`config.mk`:
```
export PLATFORM = sky130hd
export DESIGN_NAME = internet_protocol_rx
export DESIGN_NICKNAME = d
export VERILOG_FILES = /design/src/rtl/ip_pkg.sv /design/src/rtl/ip_cksum_acc.sv /design/src/rtl/internet_protocol_rx.sv
export SDC_FILE = /design/constraint.sdc
export NUM_CORES = 1
export LEC_CHECK = 0
export BUFFER_PORTS_ARGS = -buffer_cell sky130_fd_sc_hd__buf_2
export CORE_UTILIZATION = 55
export CTS_BUF_LIST = sky130_fd_sc_hd__clkbuf_4 sky130_fd_sc_hd__clkbuf_8 sky130_fd_sc_hd__clkbuf_16
export CTS_CLUSTER_DIAMETER = 150
export CTS_CLUSTER_SIZE = 24
export DETAILED_ROUTE_END_ITERATION = 10
export GPL_TIMING_DRIVEN = 0
export PLACE_DENSITY_LB_ADDON = 0.05
export SYNTH_ARGS = -nofsm -noshare
export SYNTH_HDL_FRONTEND = slang
export SYNTH_SLANG_ARGS = --single-unit
```
`constraint.sdc`:
```
create_clock -name clk -period 15.6 [get_ports clk]
set_clock_uncertainty 0.05 [all_clocks]
set_input_delay 0.78 -clock clk [delete_from_list [all_inputs] [get_ports clk]]
set_output_delay 0.78 -clock clk [all_outputs]
set_load 0.03 [all_outputs]
```
`src/rtl/ip_pkg.sv`:
```
// ip_pkg: shared IPv4 receive types, header field offsets and one's-complement helper
package ip_pkg;
  typedef enum logic [2:0] {IDLE, HEADER, OPTIONS, PAYLOAD, DROP} ip_state_e;
  localparam logic [3:0] IPV4_VERSION = 4'd4;
  localparam logic [3:0] IPV4_MIN_IHL = 4'd5;
  localparam logic [7:0] PROTO_UDP = 8'h11;
  localparam logic [7:0] PROTO_TCP = 8'h06;
  localparam int VER_MSB = 159;
  localparam int IHL_MSB = 155;
  localparam int TLEN_MSB = 143;
  localparam int PROTO_MSB = 87;
  localparam int SRC_MSB = 63;
  localparam int DST_MSB = 31;
  function automatic logic [15:0] ones_add(input logic [15:0] a, input logic [15:0] b);
    logic [16:0] s;
    s = {1'b0, a} + {1'b0, b};
    return s[15:0] + {15'd0, s[16]};
  endfunction
endpackage

```
`src/rtl/ip_cksum_acc.sv`:
```
// ip_cksum_acc: folded one's-complement accumulator over 16-bit header words
//   clk, rst (async active-low), clr (sync clear), word_valid/word (addend), sum (running folded sum)
module ip_cksum_acc
  import ip_pkg::*;
(
  input  logic        clk,
  input  logic        rst,
  input  logic        clr,
  input  logic        word_valid,
  input  logic [15:0] word,
  output logic [15:0] sum
);
  logic [15:0] sum_q;
  always_ff @(posedge clk or negedge rst)
    if (!rst) sum_q <= '0;
    else if (clr) sum_q <= '0;
    else if (word_valid) sum_q <= ones_add(sum_q, word);
  assign sum = sum_q;
endmodule

```
`src/rtl/internet_protocol_rx.sv`:
```
// internet_protocol_rx: IPv4 header parse/validate, option skip and payload forwarding
//   clk, rst (async active-low); axiiv/axiid: input beats (N bits, MSB-first per byte)
//   axiov/axiod/axi_last: payload beats; hdr_valid/hdr_err: verdict pulses
//   src_ip_out, dst_ip_out, protocol_out, payload_length_out: captured header fields
module internet_protocol_rx
  import ip_pkg::*;
#(
  parameter int N = 2
) (
  input  logic         clk,
  input  logic         rst,
  input  logic         axiiv,
  input  logic [N-1:0] axiid,
  output logic         axiov,
  output logic [N-1:0] axiod,
  output logic         axi_last,
  output logic         hdr_valid,
  output logic         hdr_err,
  output logic [31:0]  src_ip_out,
  output logic [31:0]  dst_ip_out,
  output logic [7:0]   protocol_out,
  output logic [15:0]  payload_length_out
);
  localparam int HDR_BEATS = 160 / N;
  localparam int BYTE_BEATS = 8 / N;
  localparam int WB_BITS = $clog2(16 / N);
  ip_state_e state_q, state_d;
  logic [159:0] hdr_q, hdr_n;
  logic [15-N:0] word_q;
  logic [15:0] word_n, cnt_q, cnt_d, cnt_n, rem_q, rem_d, sum, sum_n, tlen, ihl_bytes, plen;
  logic [3:0] ihl;
  logic armed_q, start, hdr_beat, opt_beat, word_valid, hdr_end, opt_end, ok, byte_done;
  logic fwd, last, acc_ok, rej;
  logic axiov_q, last_q, hv_q, he_q;
  logic [N-1:0] axiod_q;
  logic [31:0] src_q, dst_q;
  logic [7:0] proto_q;
  logic [15:0] plen_q;
  ip_cksum_acc u_acc (
    .clk(clk), .rst(rst), .clr(state_q == IDLE), .word_valid(word_valid), .word(word_n), .sum(sum)
  );
  // after reset the block only starts on a fresh rising edge of axiiv
  assign start = state_q == IDLE && axiiv && armed_q;
  assign hdr_beat = start || (state_q == HEADER && axiiv);
  assign opt_beat = state_q == OPTIONS && axiiv;
  assign cnt_n = start ? 16'd1 : cnt_q + 16'd1;
  assign hdr_n = hdr_beat ? {hdr_q[159-N:0], axiid} : hdr_q;
  assign word_n = {word_q, axiid};
  assign word_valid = (hdr_beat || opt_beat) && cnt_n[WB_BITS-1:0] == '0;
  // the last word is folded in here so the verdict can register with the last beat
  assign sum_n = ones_add(sum, word_n);
  assign ihl = hdr_n[IHL_MSB -: 4];
  assign tlen = hdr_n[TLEN_MSB -: 16];
  assign ihl_bytes = {10'd0, ihl, 2'b00};
  assign hdr_end = state_q == HEADER && axiiv && cnt_n == 16'(HDR_BEATS);
  assign opt_end = opt_beat && cnt_n == 16'(ihl) * 16'(32 / N);
  assign ok = hdr_n[VER_MSB -: 4] == IPV4_VERSION && ihl >= IPV4_MIN_IHL && tlen >= ihl_bytes && sum_n == 16'hFFFF;
  assign plen = ok ? tlen - ihl_bytes : '0;
  assign byte_done = cnt_q == 16'(BYTE_BEATS - 1);
  always_comb begin
    state_d = state_q;
    cnt_d = cnt_q;
    rem_d = rem_q;
    fwd = 1'b0;
    last = 1'b0;
    acc_ok = 1'b0;
    rej = 1'b0;
    case (state_q)
      IDLE: if (start) begin
        state_d = HEADER;
        cnt_d = cnt_n;
      end
      HEADER, OPTIONS: begin
        cnt_d = cnt_n;
        if (hdr_end && ihl > IPV4_MIN_IHL) state_d = OPTIONS;
        else if (hdr_end || opt_end) begin
          acc_ok = ok;
          rej = !ok;
          state_d = ok && plen != '0 ? PAYLOAD : DROP;
          cnt_d = '0;
          rem_d = plen;
        end
      end
      PAYLOAD: begin
        fwd = 1'b1;
        last = byte_done && rem_q == 16'd1;
        cnt_d = byte_done ? '0 : cnt_q + 16'd1;
        rem_d = rem_q - 16'(byte_done);
        state_d = last ? DROP : PAYLOAD;
      end
      default: ;
    endcase
    if (!axiiv) begin
      state_d = IDLE;
      cnt_d = '0;
      rem_d = '0;
      fwd = 1'b0;
      last = 1'b0;
      acc_ok = 1'b0;
      rej = state_q inside {HEADER, OPTIONS, PAYLOAD};
    end
  end
  always_ff @(posedge clk or negedge rst)
    if (!rst) begin
      state_q <= IDLE;
      cnt_q <= '0;
      rem_q <= '0;
      hdr_q <= '0;
      word_q <= '0;
      armed_q <= 1'b0;
      axiov_q <= 1'b0;
      axiod_q <= '0;
      last_q <= 1'b0;
      hv_q <= 1'b0;
      he_q <= 1'b0;
      src_q <= '0;
      dst_q <= '0;
      proto_q <= '0;
      plen_q <= '0;
    end else begin
      state_q <= state_d;
      cnt_q <= cnt_d;
      rem_q <= rem_d;
      hdr_q <= hdr_n;
      word_q <= word_n[15-N:0];
      armed_q <= armed_q | ~axiiv;
      axiov_q <= fwd;
      axiod_q <= fwd ? axiid : '0;
      last_q <= last;
      hv_q <= acc_ok;
      he_q <= rej;
      if (acc_ok) begin
        src_q <= hdr_n[SRC_MSB -: 32];
        dst_q <= hdr_n[DST_MSB -: 32];
        proto_q <= hdr_n[PROTO_MSB -: 8];
        plen_q <= plen;
      end
    end
  assign axiov = axiov_q;
  assign axiod = axiod_q;
  assign axi_last = last_q;
  assign hdr_valid = hv_q;
  assign hdr_err = he_q;
  assign src_ip_out = src_q;
  assign dst_ip_out = dst_q;
  assign protocol_out = proto_q;
  assign payload_length_out = plen_q;
endmodule

```
# Yosys cells after proc, flatten, opt, wreduce, memory -nomap -nowiden
# Cells that the tools add are included.
[totals] ff_bits=320 inputBits=5 out_inout_bits=94
[op_classes] addsub=5 n_lt_le_gt_ge=3 n_eq_ne=15 n_mux=35 n_bitwise=2 reduce_logical=26
[op_table] cell="$mux W16" count=12
[op_table] cell="$mux W160" count=1
[op_table] cell="$pmux W16 S3" count=1
[op_table] cell="$pmux W16 S2" count=1
[op_table] cell="$mux W3" count=6
[op_table] cell="$add A16 B16 Y17" count=1
[op_table] cell="$add A16 B1 Y16" count=1
[op_table] cell="$add A16 B1 Y16 const B" count=1
[op_table] cell="$eq A16 B1 Y1 const B" count=1
[op_table] cell="$eq A16 B16 Y1 const B" count=1
[op_table] cell="$eq A16 B2 Y1 const B" count=1
[op_table] cell="$eq A16 B7 Y1 const B" count=1
[op_table] cell="$eq A16 B8 Y1" count=1
[op_table] cell="$ge A16 B6 Y1" count=1
[op_table] cell="$reduce_bool A16 Y1" count=1
[op_table] cell="$sub A16 B1 Y16" count=1
[op_table] cell="$sub A16 B6 Y16" count=1
[op_table] cell="$logic_and A1 B1 Y1" count=13
[op_table] cell="$mux W1" count=12
[op_table] cell="$ne A3 B3 Y1 const B" count=3
[op_table] cell="$pmux W3 S3" count=1
[op_table] cell="$eq A3 B2 Y1 const B" count=2
[op_table] cell="$logic_not A3 Y1" count=2
[op_table] cell="$reduce_and A3 Y1" count=2
[op_table] cell="16 further kinds" count=18

# Logic depth before layout (Yosys ltp)
# Gate-level depths: netlist of the first run.
[depth] word_depth=17 depth_mapped=23 mapped_depth_nobuf=22

# Hierarchy
# From an unflattened synthesis of the first run, not the netlist that was laid out.
[hier_totals] hier_cells=1705 area_unflattened_um2=15981.6
[by_module_without_submodules] module="internet_protocol_rx" n_inst=1 cells_each=1478 area_per_inst_um2=14082.3 seq_area_each_um2=7607.3
[by_module_without_submodules] module="ip_cksum_acc" n_inst=1 cells_each=227 area_per_inst_um2=1899.3 seq_area_each_um2=400.4

# Worst setup path after synthesis of the first run
# OpenSTA, ideal clock, no wires.
[synth_timing] kind="input port to flip-flop" start="in axiid[0]" end="reg dst_q[0], in the netlist dst_ip_out[0]" setup_time_ns=0.125 arrival_time_ns=5.248 setup_slack_ns=10.177 stages=23 path_buffers=2 cell_sequence="ha_1 -> inv_1 -> fa_1 -> nand2b_1 -> a211oi_2 -> o211ai_1 -> and2_1 -> nor2b_1 -> o21a_1 -> o21a_1 -> o21ai_0 -> nand2b_1 -> ha_1 -> nor2b_1 -> and2_0 -> clkbuf_1 -> nand3_1 -> or4_1 -> xnor2_1 -> nand4b_4 -> nor2_8 -> buf_12 -> mux2_4"
[synth_via] elab_chain_len=8 elab_cells_between_ends=9 classes_between="2 x add/sub; 1 x eq/ne; 5 x mux; 1 x reduce/logical"
[synth_lines] element="from (decl)" line="internet_protocol_rx.sv:13" rtl="input logic [N-1:0] axiid,"
[synth_lines] element="$add A16 B16 Y17" line="ip_pkg.sv:16" rtl="s = {1'b0, a} + {1'b0, b};"
[synth_lines] element="$add A16 B1 Y16" line="ip_pkg.sv:17" rtl="return s[15:0] + {15'd0, s[16]};"
[synth_lines] element="$eq A16 B16 Y1" line="internet_protocol_rx.sv:57" rtl="assign ok = hdr_n[VER_MSB -: 4] == IPV4_VERSION && ihl >= IPV4_MIN_IHL && tlen >= ihl_bytes && sum_n == 16'hFF ..."
[synth_lines] element="$logic_and A1 B1 Y1" line="internet_protocol_rx.sv:57"
[synth_lines] element="$mux W1" line="internet_protocol_rx.sv:76" rtl="else if (hdr_end || opt_end) begin"
[synth_lines] element="$mux W1" line="internet_protocol_rx.sv:75" rtl="if (hdr_end && ihl > IPV4_MIN_IHL) state_d = OPTIONS;"
[synth_lines] element="$mux W1" line="internet_protocol_rx.sv:68" rtl="case (state_q)"
[synth_lines] element="$mux W1" line="internet_protocol_rx.sv:93" rtl="if (!axiiv) begin"
[synth_lines] element="to (signal assigned)" line="internet_protocol_rx.sv:134" rtl="dst_q <= hdr_n[DST_MSB -: 32];"
[synth_lines] element="to (decl)" line="internet_protocol_rx.sv:36" rtl="logic [31:0] src_q, dst_q;"
# Parallel ways exist; a longest one is shown, timed or not.
# A chain may end at the register's enable or synchronous reset.

# Worst setup path in the final report of the first run
[layout_timing] start="reg armed_q" end="reg plen_q[9], in the netlist payload_length_out[9]"
[layout_via] elab_chain_len=11 elab_cells_between_ends=23 classes_between="1 x add/sub; 3 x order compare; 3 x eq/ne; 7 x mux; 9 x reduce/logical"
[layout_lines] element="from (decl)" line="internet_protocol_rx.sv:32" rtl="logic armed_q, start, hdr_beat, opt_beat, word_valid, hdr_end, opt_end, ok, byte_done;"
[layout_lines] element="from (signal assigned)" line="internet_protocol_rx.sv:126" rtl="armed_q <= armed_q | ~axiiv;"
[layout_lines] element="$logic_and A1 B1 Y1 (*)" line="internet_protocol_rx.sv:43" rtl="assign start = state_q == IDLE && axiiv && armed_q;"
[layout_lines] element="parallel branches: the longest is 10 deep, another holds $ge A16 B6 Y1"
[layout_lines] element="to (signal assigned)" line="internet_protocol_rx.sv:136" rtl="plen_q <= plen;"
[layout_lines] element="to (decl)" line="internet_protocol_rx.sv:38" rtl="logic [15:0] plen_q;"
# Mark *: on every way between the ends.

==> metrics.txt, run 1 <==
status finished clean; syn_nets 1611; row count 61; Iteration-0 DRC Markers 1011; commonest non-fill, non-tap cell in the layout nand2_1; CTS resizes 0; Worst Reg-to-Reg Cells 20; vias in the first global route 11400; max_cap viols 0; internal power 0.00120 W; Ant. Diodes 0; CTS H-Tree Depth 1; Sw Ratio 0.320; Worst R2R End payload_length_out[9]; Skew-Pair Late Insertion Delay 520 ps; DRC 0; Netlist cell types 84; largest net degree at the start of global routing 107; via density per instance 5.60; hold buffers post-CTS 0; synthesized cell area 0.0157 sq mm; Ys Warns 0; antenna violations before repair 0; Die W 171 microns; Post-synth top flop dfrtp_1; Crit. End Element register; clock slew at reported path FFs 100 ps; Vias 11600; nets 1731; port bufs 98; Inserted Clock Buffers 17; Final Hold Viols 0; Slowest Stage Delay on Critical Path 710 ps; CTS sink count 320; dpl hpwl 25.0 mm; final wirelength 35.7 mm; setup TNS 0 ps; Worst EP arrival 7350 ps; r2r startpoint armed_q; Die Y 171 microns; share of the synthesized area in the top cell type 0.509; synthesized area per cell 9.96 sq um; I/O Pins 99; critical-path cell list or2_2, buf_2, nand2_1, clkbuf_1, clkbuf_1, buf_1, mux2i_1, ha_1, inv_1, fa_1, a21o_1, a21oi_1, o211ai_1, nor4b_1, a211oi_1, and4_1, nand4b_4, nor2_8, buf_12, mux2_4; Congestion Overflow GR 0; Max rail drop VDD 0.0000934 V; FILL cells 2392; CTS tree done; fraction of registers with async set/reset 1.00; Final Critical Period 6990 ps; post-synthesis cell count 1579; Pre-antenna DRT Iters 7; Synth area leader dfrtp_1; fmax 0.143 GHz; Slew @ Worst Pin 978 ps; CP Data Required Time 15960 ps; unrepaired setup endpoints after global routing false; clk buf depth 3; global-route wire length before repair 59.4 mm; Area growth, synth to finish 9.58%; CP max stage cell clkbuf_1; GR Util All Layers 0.253; Final ANT Viol Nets 0; RePlAce Congestion 0.911; Logic pwr share 0.211; Rel. slew slack 0.341; Min-Delay Path Class in2async; family with the most delay on the worst path buffers and inverters; Setup Viol. Count Final 0; Max Slew Vio Count 0; WS Path Type reg2reg; Crit Path Max Fanout 10; post-CTS setup buffer count 0; Worst Path Buf+Inv 6; most frequent cells in the layout 489 x nand2_1, 320 x dfrtp_1, 109 x buf_2, 80 x mux2_4, 51 x clkbuf_1; routed wire length per instance 17.2 microns; layout cells sized above 1 0.150; ranking of synthesized cells by area dfrtp_1 51%, nand2_1 12%, mux2_4 7.6%, ha_1 2.0%, xnor2_1 1.8%; sw power 0.000566 W; CTS root buf clkbuf_16; Final Cycle Share 0.448; Core ar. 0.0279 sq mm; leakage power 8.88 nW; pwr dens 103 mW/mm^2; sequential group share of total power 0.525; EDFF count, synth 0; Initial Util 0.563; Startpoint Class register; die area 0.0293 sq mm; Inst Count DP 2058; Yosys reg bits 320; Seq/Total Area, Yosys 0.509; Clk pwr share 0.264; worst reg-to-reg setup slack 8610 ps; Cell Count, Final, Fillers Out 2077; CP most frequent cell clkbuf_1
-- how the worst max path moves through the flow --
stage               startpoint                     to  cells past startpoint
floorplan             axiid[0]          dst_ip_out[0]                     23
global placement           rst         src_ip_out[14]                      1
detailed placement       axiiv         src_ip_out[31]                     20
CTS                    armed_q  payload_length_out[9]                     20
global route           armed_q        protocol_out[3]                     20
finish                 armed_q  payload_length_out[9]                     20
-- power by group through the flow --
stage               Sequential (W)  Combinational, W  Clock (W)
floorplan                 0.000936          0.000261          0
global placement          0.000943          0.000364          0
detailed placement        0.000944          0.000373          0
CTS                       0.000929          0.000375   0.000483
global route              0.000938          0.000421   0.000509
finish                    0.000929          0.000374   0.000467
-- metrics by stage --
stage               power (W)   util  instance area (sq um)  hold slack, ps  setup slack (ps)
finish                0.00177  0.617                  17200             120              8610
global route          0.00187  0.617                  17200             167              8120
CTS                   0.00179  0.617                  17200             144              8690
detailed placement    0.00132  0.601                  16800             316              8600
global placement      0.00131  0.598                  16700             315              7620
floorplan             0.00120      -                  15700             307             10180
-- flip-flops by register name, summed over array words and instances, names as in the netlist --
name	count
axi_last	1
payload_length_out	16
hdr_q	160
hdr_err	1
axiov	1
src_ip_out	32
axiod	2
dst_ip_out	32
armed_q	1
state_q	3
protocol_out	8
cnt_q	16
u_acc.sum	16
hdr_valid	1
rem_q	16
word_q	14
-- synth_stat cells (10+ instances only) --
| cell | n |
|---|---|
| nand4_1 | 16 |
| a21o_1 | 25 |
| mux2i_1 | 15 |
| buf_1 | 12 |
| inv_1 | 30 |
| dfrtp_1 | 320 |
| clkbuf_1 | 51 |
| nand2_1 | 489 |
| xor2_1 | 16 |
| or3_1 | 18 |
| o21ai_0 | 47 |
| nand3_1 | 41 |
| o211ai_1 | 12 |
| ha_1 | 25 |
| nor2_1 | 48 |
| nor3_1 | 21 |
| mux2_4 | 80 |
| xnor2_1 | 33 |
| a21oi_1 | 42 |
| nor4_1 | 21 |
| buf_2 | 12 |
| and3_1 | 10 |
| a31oi_1 | 11 |
-- cell type report --
cell class                 instances  area [sq um]  area share
buffer                            85           473      0.0274
clock buffer                      17           425      0.0247
inverter                          31           116     0.00675
timing repair buffer             101           583      0.0338
tap                              378           473      0.0274
clock inverter                     2          25.0     0.00145
multi-input combinational       1143          7130       0.414
sequential                       320          8010       0.465
-- worst reg2reg max path, delay by kind of cell, from the launching register on --
family                     cells  cell delay, ps
AOI/OAI and AO/OA              4             860
adders and majority gates      2             600
buffers and inverters          6            2210
DFF                            1             480
muxes                          2             680
and+or+nand+nor                6            1960
-- per-layer routing --
layer | GRT usage | wire length (microns) | vias to the layer above
met3 | 0.0333 | 1610 | 51
met1 | 0.366 | 16900 | 5682
met2 | 0.401 | 16200 | 258
met5 | 0 | 0 | -
li1 | - | - | 5632
met4 | 0.0687 | 924 | 0
-- kinds of logic after synthesis --
| family | share of synthesized area |
|---|---|
| flops | 0.509 |
| xor+xnor | 0.0298 |
| fa+ha+maj | 0.0231 |
| buf+inv | 0.0375 |
| simple gates | 0.211 |
| mux | 0.0902 |
| compound gates | 0.0993 |
No activity file was read; power rests on OpenSTA's default activity.
==> run 2, diff against run 1 <==
--- a/config.mk
+++ b/config.mk
@@ -5,6 +5,7 @@
 export SDC_FILE = /design/constraint.sdc
 export NUM_CORES = 1
 export LEC_CHECK = 0
+export ABC_AREA = 1
 export BUFFER_PORTS_ARGS = -buffer_cell sky130_fd_sc_hd__buf_2
 export CORE_UTILIZATION = 55
 export CTS_BUF_LIST = sky130_fd_sc_hd__clkbuf_4 sky130_fd_sc_hd__clkbuf_8 sky130_fd_sc_hd__clkbuf_16
==> constraint.sdc (replaced) <==
create_clock -name clk -period 5.7 [get_ports clk]
set_clock_uncertainty 0.05 [all_clocks]
set_input_delay 0.285 -clock clk [delete_from_list [all_inputs] [get_ports clk]]
set_output_delay 0.285 -clock clk [all_outputs]
set_load 0.03 [all_outputs]
==> metrics.txt, run 2 <==
status finished clean; CTS H-Tree Depth 1; Logic pwr share 0.446; post-CTS setup buffer count 0; sw power 0.00356 W; clk buf depth 3; I/O Pins 99; Die Y 172 microns; Design Power 0.00803 W; max_cap viols 0; setup TNS 0 ps; CP most frequent cell nand2_1; layout cells sized above 1 0.130; top cells by instance count after synthesis 471 x nand2_1, 334 x inv_1, 320 x dfrtp_1; Yosys reg bits 320; Slew @ Worst Pin 1050 ps; row count 61; syn_nets 1983; final wirelength 37.2 mm; CTS sink count 320; commonest non-fill, non-tap cell in the layout nand2_1; Netlist cell types 42; family with the most delay on the worst path simple AND/OR/NAND/NOR gates; Max rail drop VDD 0.000341 V; unrepaired setup endpoints after global routing false; pwr dens 461 mW/mm^2; CTS tree done; CP max stage cell dfrtp_1; Ant. Diodes 0; synthesized cell area 0.0159 sq mm; Min-Delay Path Class in2reg; Worst Path Buf+Inv 7; Rel. slew slack 0.296; GR Util All Layers 0.260; fmax 0.193 GHz; ranking of synthesized cells by area dfrtp_1 50%, nand2_1 11%, inv_1 7.9%, o21ai_0 5.2%, o21ai_2 4.0%; CP Data Required Time 6050 ps; worst reg-to-reg setup slack 510 ps; Max Slew Vio Count 0; Ys Warns 0; Vias 12800; most frequent cells in the layout 471 x nand2_1, 334 x inv_1, 320 x dfrtp_1, 165 x o21ai_0, 131 x nor2_1; Startpoint Class register; Final ANT Viol Nets 0; Die W 172 microns; internal power 0.00447 W; clock slew at reported path FFs 100 ps; antenna violations before repair 0; Area growth, synth to finish 9.40%; synthesized area per cell 8.16 sq um; Pre-antenna DRT Iters 5; port bufs 97; Slowest Stage Delay on Critical Path 450 ps; EDFF count, synth 0; Seq/Total Area, Yosys 0.503; Core ar. 0.0282 sq mm; Iteration-0 DRC Markers 923; number of flip-flops in the largest register 160; dpl hpwl 27.4 mm; leakage power 9.03 nW; global-route wire length before repair 61.2 mm; Setup Viol. Count Final 0; Final Critical Period 5190 ps; WS Path Type reg2reg; FILL cells 2584; Worst EP arrival 5550 ps; Skew-Pair Late Insertion Delay 500 ps; sequential group share of total power 0.396; largest net degree at the start of global routing 113; share of the synthesized area in the top cell type 0.503; DRC 0; Reg with most FFs hdr_q; Final Hold Viols 0; Congestion Overflow GR 0; Crit Path Max Fanout 10; nets 2104; routed wire length per instance 15.2 microns; Initial Util 0.566; RePlAce Congestion 0.900; fraction of registers with async set/reset 1.00; Post-synth top flop dfrtp_1; Synth area leader dfrtp_1; Crit. End Element register; CTS root buf clkbuf_16; via density per instance 5.24; Sw Ratio 0.443; vias in the first global route 12100; post-synthesis cell count 1951; top-count cell post-synth nand2_1; die area 0.0296 sq mm; Inserted Clock Buffers 17; Clk pwr share 0.158; Final Cycle Share 0.911
-- run 2: cell types whose count changed in the layout (fill, tap and decap cells not counted), sizes merged, moves of 11 or more --
| cell | before | now |
|---|---|---|
| inv | 32 | 347 |
| o21ai | 53 | 267 |
| nand3 | 41 | 130 |
| nor2 | 53 | 138 |
| mux2 | 86 | 6 |
| xnor2 | 34 | 5 |
| a21o | 25 | 0 |
| or3 | 19 | 0 |
| mux2i | 15 | 0 |
| clkbuf | 69 | 56 |
| nor4 | 21 | 10 |
-- run 2: repair_timing --
item,in CTS,in global routing
resized for setup,0,4
endpoints found under the hold margin,100,0
endpoints found under the setup margin,0,3
hold buffers,3,0
-- run 2: stage by stage --
step | util | instance area [sq um] | hold slack, ps | instances | setup WS [ps]
2_1_floorplan | - | 15900 | -60.6 | 1951 | 1660
3_3_place_gp | 0.600 | 16900 | 323 | 2426 | -1810
3_5_place_dp | 0.602 | 17000 | 313 | 2428 | 336
4_1_cts | 0.619 | 17400 | 149 | 2449 | 293
5_1_grt | 0.619 | 17400 | 166 | 2449 | 36.9
6_report | 0.619 | 17400 | 167 | 2449 | 507
-- run 2: worst min-delay path: stages --
cell and delay, ps:
buf_4 170, nand3_2 160, o21ai_1 80
-- run 2: final cells by class --
cell class / count / area (sq um) / area share
Clock inverter: 1 / 16.3 / 0.000933
Sequential cell: 320 / 8010 / 0.460
Clock buffer: 17 / 425 / 0.0244
Tap cell: 378 / 473 / 0.0271
Timing Repair Buffer: 102 / 581 / 0.0333
Inverter: 346 / 1300 / 0.0745
Multi-Input combinational cell: 1215 / 6180 / 0.355
Buffer: 70 / 439 / 0.0252
-- run 2: routing by layer --
| metal | up-vias | track usage | part of all wire |
|---|---|---|---|
| met5 | - | 0 | 0 |
| met4 | 0 | 0.0485 | 0.014 |
| met3 | 35 | 0.0295 | 0.042 |
| met2 | 247 | 0.417 | 0.45 |
| met1 | 6163 | 0.383 | 0.49 |
| li1 | 6400 | - | - |
-- run 2: final timing paths --
kind,depth (start not counted),start,endpoint
min in group asynchronous,2,rst,dst_ip_out[15]
setup reg to reg,27,state_q[1],state_q[1]
hold / removal,3,axiiv,rem_q[5]
setup / recovery,27,state_q[1],state_q[1]
max in group asynchronous,4,rst,payload_length_out[1]
hold reg to reg,0,word_q[1],word_q[3]
-- run 2: power by group through the flow --
stage	Sequential [W]	Combinational (W)	Clock (W)
final	0.00318	0.00358	0.00127
after global routing	0.00326	0.00408	0.00138
after detailed placement	0.00322	0.00354	0
after floorplan	0.00313	0.00265	0
after global placement	0.00321	0.00347	0
after CTS	0.00318	0.00357	0.00130
-- run 2: cells by family after synthesis --
logic type | count (synthesis) | share of synthesized area
AND/OR/NAND/NOR | 808 | 0.217
buffers and inverters | 416 | 0.109
flip-flops | 320 | 0.503
multiplexers | 6 | 0.00424
XOR/XNOR | 24 | 0.0132
AO/OA/AOI/OAI | 350 | 0.131
adder cells (fa/ha/maj) | 27 | 0.0222
==> run 3, diff against run 2 <==
==> constraint.sdc (replaced) <==
create_clock -name clk -period 5.7 [get_ports clk]
set_clock_uncertainty 0.05 [all_clocks]
set_input_delay 1.14 -clock clk [delete_from_list [all_inputs] [get_ports clk]]
set_output_delay 1.14 -clock clk [all_outputs]
set_load 0.03 [all_outputs]
==> metrics.txt, run 3 (same netlist as run 2, synthesis figures left out) <==
Design Power 0.00803 W; Slowest Stage Delay on Critical Path 430 ps; port bufs 97; Min-Delay Path Class reg2reg; die area 0.0296 sq mm; Pre-antenna DRT Iters 5; Initial Util 0.566; CTS sink count 320; worst hold stages 0; CP max stage cell clkbuf_1; Inserted Clock Buffers 17; Vias 12900; Startpoint Class input port; number of flip-flops in the largest register 160; Congestion Overflow GR 0; Setup Viol. Count Final 0; Logic pwr share 0.446; sequential group share of total power 0.396; register area 0.00801 sq mm; Core ar. 0.0282 sq mm; row count 61; Hold Path End word_q[3]; clock slew at reported path FFs 100 ps; Clk pwr share 0.158; final core occ 0.618; unrepaired setup endpoints after global routing false; Worst EP arrival 5590 ps; Die Y 172 microns; layout cells sized above 1 0.132; WS Path Type in2reg; Iteration-0 DRC Markers 894; Slew @ Worst Pin 1080 ps; Max Slew Vio Count 0; CTS tree done; Sw Ratio 0.444; Rel. slew slack 0.272; I/O Pins 99; via density per instance 5.26; Final Hold Viols 0; Final Cycle Share 0.919; Ant. Diodes 0; CP most frequent cell nand2_1; RePlAce Congestion 0.900; FILL cells 2589; Crit Path Max Fanout 10; nets 2101; dpl hpwl 27.4 mm; pwr dens 462 mW/mm^2; vias in the first global route 12100; CTS H-Tree Depth 1; max_cap viols 0; Area growth, synth to finish 9.23%; final wirelength 37.2 mm; smallest hold slack 346 ps; CP Data Required Time 6050 ps; antenna violations before repair 0; largest net degree at the start of global routing 113; multi-input logic area 0.00618 sq mm; routed wire length per instance 15.2 microns; hold_sp word_q[1]; commonest non-fill, non-tap cell in the layout nand2_1; most frequent cells in the layout 471 x nand2_1, 334 x inv_1, 320 x dfrtp_1, 165 x o21ai_0, 131 x nor2_1; Die W 172 microns; DRC 0; global-route wire length before repair 61.2 mm; Crit. End Element register; clk buf depth 3; Worst R2R End state_q[1]; setup TNS 0 ps; worst reg-to-reg setup slack 670 ps; CTS root buf clkbuf_16; r2r startpoint state_q[1]; Reg with most FFs hdr_q; leakage power 9.02 nW; Final Critical Period 5240 ps; Skew-Pair Late Insertion Delay 500 ps; Max rail drop VDD 0.000340 V; fmax 0.191 GHz; sw power 0.00356 W; Worst Reg-to-Reg Cells 26; status finished clean; GR Util All Layers 0.260; internal power 0.00447 W; Final ANT Viol Nets 0
run 3: cell type report:
class,instances,share of cell area
Multi-Input combinational cell,1215,0.355
Inverter,346,0.0746
Clock buffer,17,0.0245
Sequential cell,320,0.460
Timing Repair Buffer,99,0.0316
Tap cell,378,0.0272
Clock inverter,1,0.000935
Buffer,70,0.0254
run 3: through the flow:
| step | std cells | setup slack (ps) | area (sq um) |
|---|---|---|---|
| after floorplan | 1951 | 925 | 15900 |
| after detailed placement | 2428 | -411 | 17000 |
| after CTS | 2446 | 101 | 17400 |
| final | 2446 | 463 | 17400 |
| after global placement | 2426 | -2660 | 16900 |
| after global routing | 2446 | 60.7 | 17400 |
run 3: metal layers:
layer	vias up	global-route usage	share of wire
li1	6391	-	-
met1	6185	0.383	0.49
met2	258	0.416	0.46
met4	0	0.0485	0.015
met3	39	0.0295	0.042
met5	-	0	0
run 3: worst max path at each step:
stage                from         end  slack, ps  cells after the start
floorplan           axiiv  state_q[1]        930                     28
global placement      rst    rem_q[8]      -2660                      1
detailed placement  axiiv  state_q[1]       -410                     27
CTS                 axiiv  state_q[1]        100                     27
global route        axiiv  state_q[0]         60                     29
finish              axiiv  state_q[1]        460                     28
run 3: timing repair:
item,in CTS,in global routing
hold buffers,0,0
setup endpoints to repair,0,24
setup buffers,0,0
resized for setup,0,8
run 3: worst max-delay path: cells and delay by family:
kind,cells,cell delay (ps)
AND/OR/NAND/NOR,15,1720
buffers and inverters,8,1460
AO/OA/AOI/OAI,3,480
multiplexers,1,410
adder cells (fa/ha/maj),1,360
run 3: power by group through the flow:
stage                     registers [W]  logic, W  clock network (W)
after floorplan                 0.00313   0.00265                  0
after global placement          0.00321   0.00347                  0
after detailed placement        0.00322   0.00354                  0
after CTS                       0.00318   0.00357            0.00130
after global routing            0.00326   0.00408            0.00138
final                           0.00318   0.00358            0.00127
